`config.mk`:
```
export PLATFORM = sky130hd
export DESIGN_NAME = rx_packet_controller
export DESIGN_NICKNAME = d
export VERILOG_FILES = /design/src/rtl/rx_pkt_pkg.sv /design/src/rtl/rx_pkt_buffer.sv /design/src/rtl/rx_packet_controller.sv
export SDC_FILE = /design/constraint.sdc
export NUM_CORES = 1
export LEC_CHECK = 0
export CORE_ASPECT_RATIO = 1.2
export CORE_MARGIN = 4
export CORE_UTILIZATION = 28
export CTS_CLUSTER_SIZE = 10
export DETAILED_ROUTE_END_ITERATION = 16
export PLACE_DENSITY_LB_ADDON = 0.1
export SYNTH_ARGS = -nofsm -noshare
export SYNTH_HDL_FRONTEND = slang
export SYNTH_HIERARCHICAL = 1
export SYNTH_SLANG_ARGS = --single-unit
```
`constraint.sdc`:
```
create_clock -name CLK -period 7.3 [get_ports CLK]
set_clock_uncertainty 0.2 [all_clocks]
set_input_delay 1.46 -clock CLK [delete_from_list [all_inputs] [get_ports CLK]]
set_output_delay 1.46 -clock CLK [all_outputs]
set_load 0.01 [all_outputs]
```
`src/rtl/rx_pkt_pkg.sv`:
```
// Shared types and constants for the UART receive packet controller.
package rx_pkt_pkg;

  typedef enum logic [2:0] {
    ST_IDLE,
    ST_LEN,
    ST_PAYLOAD,
    ST_CHECK,
    ST_HOLD
  } state_e;

  typedef enum logic [1:0] {
    ERR_NONE = 2'd0,
    ERR_LEN  = 2'd1,
    ERR_CHK  = 2'd2,
    ERR_TMO  = 2'd3
  } err_e;

  localparam logic [7:0] DEFAULT_HEADER = 8'hA5;
  localparam int unsigned BUF_AW        = 4;

endpackage

```
`src/rtl/rx_pkt_buffer.sv`:
```
// Packet payload store: DEPTH x 8 register file, one write port, one registered read port.
module rx_pkt_buffer #(
  parameter int unsigned DEPTH = 16,
  parameter int unsigned AW    = 4
) (
  input  logic          clk,
  input  logic          rst,
  input  logic          we,
  input  logic [AW-1:0] waddr,
  input  logic [7:0]    wdata,
  input  logic [AW-1:0] raddr,
  output logic [7:0]    rdata
);

  logic [7:0] mem_q [DEPTH];
  logic [7:0] mem_d [DEPTH];
  logic [7:0] rdata_q, rdata_d;

  always_comb begin
    mem_d = mem_q;
    if (we) mem_d[waddr] = wdata;
    rdata_d = mem_q[raddr];
  end

  // Storage is deliberately not reset; only the read register is.
  always_ff @(posedge clk) begin
    mem_q <= mem_d;
  end

  always_ff @(posedge clk or posedge rst) begin
    if (rst) rdata_q <= '0;
    else     rdata_q <= rdata_d;
  end

  assign rdata = rdata_q;

endmodule

```
`src/rtl/rx_packet_controller.sv`:
```
// Frames received UART bytes (HEADER, LEN, payload, CHK) into a held packet buffer.
// Optional inter-byte timeout is enabled by defining RX_PKT_TIMEOUT_EN.
module rx_packet_controller
  import rx_pkt_pkg::*;
#(
  parameter logic [7:0]  HEADER      = DEFAULT_HEADER,
  parameter int unsigned MAX_LEN     = 16,
  parameter int unsigned TIMEOUT_CYC = 50000
) (
  input  logic       CLK,
  input  logic       RST,
  input  logic       Rx_Done_Sig,
  input  logic [7:0] Rx_Data,
  output logic       Rx_En_Sig,
  output logic       Pkt_Ready_Sig,
  output logic [4:0] Pkt_Len,
  input  logic [3:0] Rd_Addr,
  output logic [7:0] Rd_Data,
  input  logic       Pkt_Ack_Sig,
  output logic       Err_Sig,
  output logic [1:0] Err_Code
);

  state_e      state_q, state_d;
  err_e        code_q, code_d;
  logic [7:0]  sum_q, sum_d;
  logic [3:0]  idx_q, idx_d;
  logic [4:0]  len_q, len_d;
  logic        rx_en_q, rx_en_d;
  logic        ready_q, ready_d;
  logic        err_q, err_d;
  logic        buf_we;

`ifdef RX_PKT_TIMEOUT_EN
  localparam int unsigned TW = $clog2(TIMEOUT_CYC);
  logic [TW-1:0] timer_q, timer_d;
`endif

  always_comb begin
    state_d = state_q;
    code_d  = code_q;
    sum_d   = sum_q;
    idx_d   = idx_q;
    len_d   = len_q;
    err_d   = 1'b0;
    buf_we  = 1'b0;

    unique case (state_q)
      ST_IDLE: begin
        if (Rx_Done_Sig && Rx_Data == HEADER) state_d = ST_LEN;
      end
      ST_LEN: begin
        if (Rx_Done_Sig) begin
          if (Rx_Data != 8'd0 && Rx_Data <= 8'(MAX_LEN)) begin
            len_d   = Rx_Data[4:0];
            sum_d   = Rx_Data;
            idx_d   = '0;
            state_d = ST_PAYLOAD;
          end else begin
            err_d   = 1'b1;
            code_d  = ERR_LEN;
            state_d = ST_IDLE;
          end
        end
      end
      ST_PAYLOAD: begin
        if (Rx_Done_Sig) begin
          buf_we = 1'b1;
          sum_d  = sum_q + Rx_Data;
          idx_d  = idx_q + 4'd1;
          if ({1'b0, idx_q} == len_q - 5'd1) state_d = ST_CHECK;
        end
      end
      ST_CHECK: begin
        if (Rx_Done_Sig) begin
          if (Rx_Data == sum_q) begin
            state_d = ST_HOLD;
          end else begin
            err_d   = 1'b1;
            code_d  = ERR_CHK;
            state_d = ST_IDLE;
          end
        end
      end
      ST_HOLD: begin
        if (Pkt_Ack_Sig) state_d = ST_IDLE;
      end
      default: state_d = ST_IDLE;
    endcase

`ifdef RX_PKT_TIMEOUT_EN
    // A byte arriving on the expiry cycle takes priority over the timeout.
    timer_d = '0;
    if (state_q == ST_LEN || state_q == ST_PAYLOAD || state_q == ST_CHECK) begin
      if (Rx_Done_Sig) begin
        timer_d = '0;
      end else if (timer_q == TW'(TIMEOUT_CYC - 1)) begin
        err_d   = 1'b1;
        code_d  = ERR_TMO;
        state_d = ST_IDLE;
      end else begin
        timer_d = timer_q + 1'b1;
      end
    end
`endif

    rx_en_d = (state_d != ST_HOLD);
    ready_d = (state_d == ST_HOLD);
  end

  always_ff @(posedge CLK or posedge RST) begin
    if (RST) begin
      state_q <= ST_IDLE;
      code_q  <= ERR_NONE;
      sum_q   <= '0;
      idx_q   <= '0;
      len_q   <= '0;
      rx_en_q <= 1'b0;
      ready_q <= 1'b0;
      err_q   <= 1'b0;
    end else begin
      state_q <= state_d;
      code_q  <= code_d;
      sum_q   <= sum_d;
      idx_q   <= idx_d;
      len_q   <= len_d;
      rx_en_q <= rx_en_d;
      ready_q <= ready_d;
      err_q   <= err_d;
    end
  end

`ifdef RX_PKT_TIMEOUT_EN
  always_ff @(posedge CLK or posedge RST) begin
    if (RST) timer_q <= '0;
    else     timer_q <= timer_d;
  end
`endif

  rx_pkt_buffer #(
    .DEPTH (MAX_LEN),
    .AW    (BUF_AW)
  ) u_buf (
    .clk   (CLK),
    .rst   (RST),
    .we    (buf_we),
    .waddr (idx_q),
    .wdata (Rx_Data),
    .raddr (Rd_Addr),
    .rdata (Rd_Data)
  );

  assign Rx_En_Sig     = rx_en_q;
  assign Pkt_Ready_Sig = ready_q;
  assign Pkt_Len       = len_q;
  assign Err_Sig       = err_q;
  assign Err_Code      = code_q;

endmodule

```
; Word-level counts from Yosys, hierarchy flattened
; Index checks and enable logic that the tools add are counted.
[classes]
magnitude_cmp = 4
bitwise = 2
n_addsub = 3
n_reduce_logical = 10
n_eq_ne = 15
muxes = 35
[op_table]
columns = cell, count
row1 = 128-bit bitwise mux, 1
row2 = 8-bit 2-to-1 mux, 6
row3 = 8-bit binary-select mux with 4-bit select, 1
row4 = 8-bit demux with 4-bit select, 1
row5 = 3-bit 2-to-1 mux, 7
row6 = 8-bit case mux with 2 select lines, 1
row7 = 3-bit case mux with 5 select lines, 1
row8 = 4-bit 2-to-1 mux, 3
row9 = "2-bit != test, second input constant", 6
row10 = "5-bit >= comparator, second input constant", 2
row11 = 2-bit 2-to-1 mux, 5
row12 = 4-bit NOT with 5-bit output, 2
row13 = 8-bit adder, 1
row14 = 8-bit == test, 1
row15 = "8-bit == test, second input constant", 1
row16 = "8-bit by 5-bit less-or-equal comparator with 1-bit output, second input constant", 1
row17 = 4-bit case mux with 2 select lines, 1
row18 = 8-bit nonzero test, 1
row19 = "3-bit by 2-bit == test with 1-bit output, second input constant", 2
row20 = "3-bit == test, second input constant", 2
row21 = 1-bit 2-to-1 mux, 6
row22 = 4-bit by 5-bit == test with 1-bit output, 1
row23 = "5-bit by 1-bit less-than comparator with 1-bit output, second input constant", 1
row24 = 5-bit AND reduction, 1
row25 = other kinds (11), 14
[totals]
reg_bits = 161

; Depth between registers and ports, before layout
[logic_depth]
depth_word = 6
ltp_mapped = 8

; Hierarchy
; Netlist, hierarchy kept.
[by_module_without_submodules]
columns = mod, n_inst, cells_per_inst, area_each_um2, seq_area_each_um2
row1 = rx_pkt_buffer, 1, 230, 5191.2, 4043.9
row2 = rx_packet_controller, 1, 163, 1589.0, 625.6

; Worst setup path before layout
; No wires, ideal clock.
[synth_path]
path_type = input port to flip-flop
from = input port Rx_Done_Sig
to = register u_buf/mem_q[120] (netlist bit), enable pin
required_time_ps = 6717
arrival_ps = 2885
path_buffers = 0
setup_ps = 383
setup_slack_ps = 3831
stages = 4
path_cell_list = nand3b_1 > clkinv_1 > or3b_2 > nor3_1
[synth_via]
elab_chain_cells = 2
[synth_lines]
columns = item, line
row1 = "start, declared", rx_packet_controller.sv:12  ; input logic Rx_Done_Sig,
row2 = 1-bit 2-to-1 mux, rx_packet_controller.sv:67  ; if (Rx_Done_Sig) begin
row3 = 1-bit 2-to-1 mux, rx_packet_controller.sv:48  ; unique case (state_q)
row4 = named net buf_we, rx_packet_controller.sv:32  ; logic buf_we;
row5 = "end signal, assigned", rx_pkt_buffer.sv:27  ; mem_q <= mem_d;
row6 = "end, declared", rx_pkt_buffer.sv:15  ; logic [7:0] mem_q [DEPTH];
; The timed path passes the listed nets, and every way through them passes these cells.
; A chain may end at the register's enable or synchronous reset.

; Final worst setup path
[layout_path]
from = input port Rx_Done_Sig
to = register u_buf/mem_q[125] (netlist bit), enable pin
; Same word-level chain as after synthesis.

==> metrics.csv <==
metric,value,unit
status,"complete, no violations",
grt_pass1_vias,3845,
final_nets,465,
max_slew_margin,16.65,%
finalPower,1.962,mW
drive_gt1_share,15.71,%
hold_depth,2,
cts_buffer_depth,2,
wl_per_cell,20.65,um
start_util,28.38,%
fmaxAchievable,0.2379,GHz
finalWirelength,15950,um
hpwlAfterDp,10180,um
peakVddDrop,0.1470,mV
syn-cell-area,6780,sq um
syn_to_final_growth,18.18,%
path_max_fanout,11,
grt_pass1_wl,24400,um
async_reset_ff_share,20.50,%
insertion_delay,0.41,ns
antenna_found_initial,0,
powerDensity,244.9,nW/um^2
cts_tree,built,
startpoint_type,input pin,
via_per_inst,4.766,
cts_setup_buffers,0,
cts.sinks,161,
holdCritPathClass,flop to flop,
cp-end-kind,flop,
post-route-period-util,57.58,%
internal_power,1.523,mW
cts_hold_buf,0,
num_io_pins,34,
ys_ff_latch,161,
first_pass_iters,4,
clockPowerShare,42.7,%
ctsHtreeMaxLevel,4,
fin_crit,4.204,ns
hold_violations,0,
die_w,150.1,um
syn_nets,419,
n_antenna_cell,0,
worstPathArrival,4.03,ns
gp_congestion,0.7275,
final-setup-viol-count,0,
clk_pin_slew,0.06,ns
finalSetupTns,0,ns
drt-initial-drc-count,226,
placement.io_buffers,33,
power_frac_comb,6.0,%
power.share.sequential,51.3,%
final_area,8013,sq um
drv_cap,0,
drc_errors,0,
critPathKind,input pin to flop,
seq_area_frac_synth,68.87,%
p_switching,0.4392,mW
final_antenna_net_count,0,
p_leak,2.773,nW
cts_buffers,17,
rsz0062_at_grt,no,
die_h,178.5,um
grt_max_degree,33,
synth_area_per_cell,17.25,sq um
placed_cell_area,7453,sq um
ys_types,53,
p_sw_share,22.38,%
postCtsResizedCells,0,
final_common_cell,edfxtp_1,
core,23890,sq um
synth_warnings,6,
synth_enable_flop_cells,128,
final-max-slew-violation-count,0,
grt_overflow_total,0,
grt_usage,12.60,%
critPathRequiredTime,7.12,ns
synth_cells,393,
die_area,26780,sq um
mostFrequentLayoutCells,"edfxtp_1 (128), dfrtp_1 (33), clkdlybuf4s50_1 (32), nand2_1 (27), nor2_1 (19)",
cts_root_buf,clkbuf_16,
via_count,3679,
worst_pin_slew,1.241,ns
worstRegToRegCells,5,
ys.flop_type,edfxtp_1,
rows,62,
## registers in the layout, summed over array words and instances, names as in the netlist
signal	cells
state_q	3
idx_q	4
Err_Code	2
Rx_En_Sig	1
sum_q	8
Err_Sig	1
Pkt_Ready_Sig	1
u_buf/rdata	8
u_buf/mem_q	128
Pkt_Len	5
## per-layer routing
layer	routed length [um]	up-vias	GRT usage [%]
li1	-	1666	-
met5	0	-	0
met4	209	0	3.890
met1	7306	1923	16.70
met2	7803	77	20.40
met3	626	13	3.177
## final cells by class
class	instances	area (sq um)
fillers	2371	15880
flip-flops and latches	161	4669
multi-input cells	210	1976
clock buffers	17	425.4
well taps	320	400.4
repair buffers	39	370.4
clock inverters	15	133.9
inverters	10	37.54
## cells in the mapped netlist, drive strengths merged, types with 3 or more instances
cell	instances	area share (%)
edfxtp	128	57
dfrtp	33	12
mux4	32	11
nand2	27	1.5
nor2	19	1.1
a22oi	16	1.8
ha	9	1.7
inv	9	0.50
a21oi	8	0.59
buf	8	0.94
nor3	8	0.59
o21ai	8	0.59
mux2	6	1.0
xnor2	6	0.78
nand2b	5	0.46
nand3	5	0.44
nor2b	5	0.57
xor2	5	0.65
nor4	4	0.37
a211oi	3	0.33
and2	3	0.28
clkdlybuf4s25	3	0.44
nand3b	3	0.33
nand4	3	0.28
o21a	3	0.33
## critical path: stages
cell,delay [ns]
clkdlybuf4s50_1,0.55
nand3b_1,0.23
clkinv_1,0.27
or3b_2,0.54
nor3_1,0.96
## kinds of logic after synthesis
kind of cell / Yosys count / share of synthesized area, %
muxes: 40 / 12.70
DFF: 161 / 68.87
adders and majority gates: 10 / 1.956
xor gates and xnor gates: 11 / 1.421
AOI/OAI and AO/OA: 55 / 5.757
and+or+nand+nor: 94 / 7.308
buffers and inverters: 22 / 1.993
## path summary, 6_finish.rpt
kind | from | end | slack (ns)
max reg2reg | state_q[1]$_DFF_PP0_ | u_buf/mem_q[125]$_DFFE_PP_ | 4.06
min in group asynchronous | RST | u_buf/rdata[1]$_DFF_PP0_ | 1.29
max in group asynchronous | RST | idx_q[1]$_DFFE_PP0P_ | 4.63
min | sum_q[0]$_DFFE_PP0P_ | sum_q[0]$_DFFE_PP0P_ | 0.29
max | Rx_Done_Sig | u_buf/mem_q[125]$_DFFE_PP_ | 3.10
min reg2reg | sum_q[0]$_DFFE_PP0P_ | sum_q[0]$_DFFE_PP0P_ | 0.29
## power groups by stage
stage,sequential (mW),combinational [mW],clock [mW]
final,1.01,0.118,0.838
after global routing,1.01,0.130,0.912
after CTS,1.01,0.122,0.867
after detailed placement,1.03,0.122,0
after global placement,1.03,0.122,0
after floorplan,1.03,0.0628,0
## per-stage QoR
step / hold slack [ns] / instances / util (%) / setup WS, ns
3_5_place_dp: 0.2840 / 740 / 31.20 / 2.690
4_1_cts: 0.2997 / 772 / 33.54 / 3.119
5_1_grt: 0.3224 / 772 / 33.54 / 2.892
6_report: 0.2938 / 772 / 33.54 / 3.096
3_3_place_gp: 0.2734 / 740 / 31.20 / 2.827
2_1_floorplan: 0.2521 / 393 / - / 3.831
No activity file was read; power rests on OpenSTA's default activity.
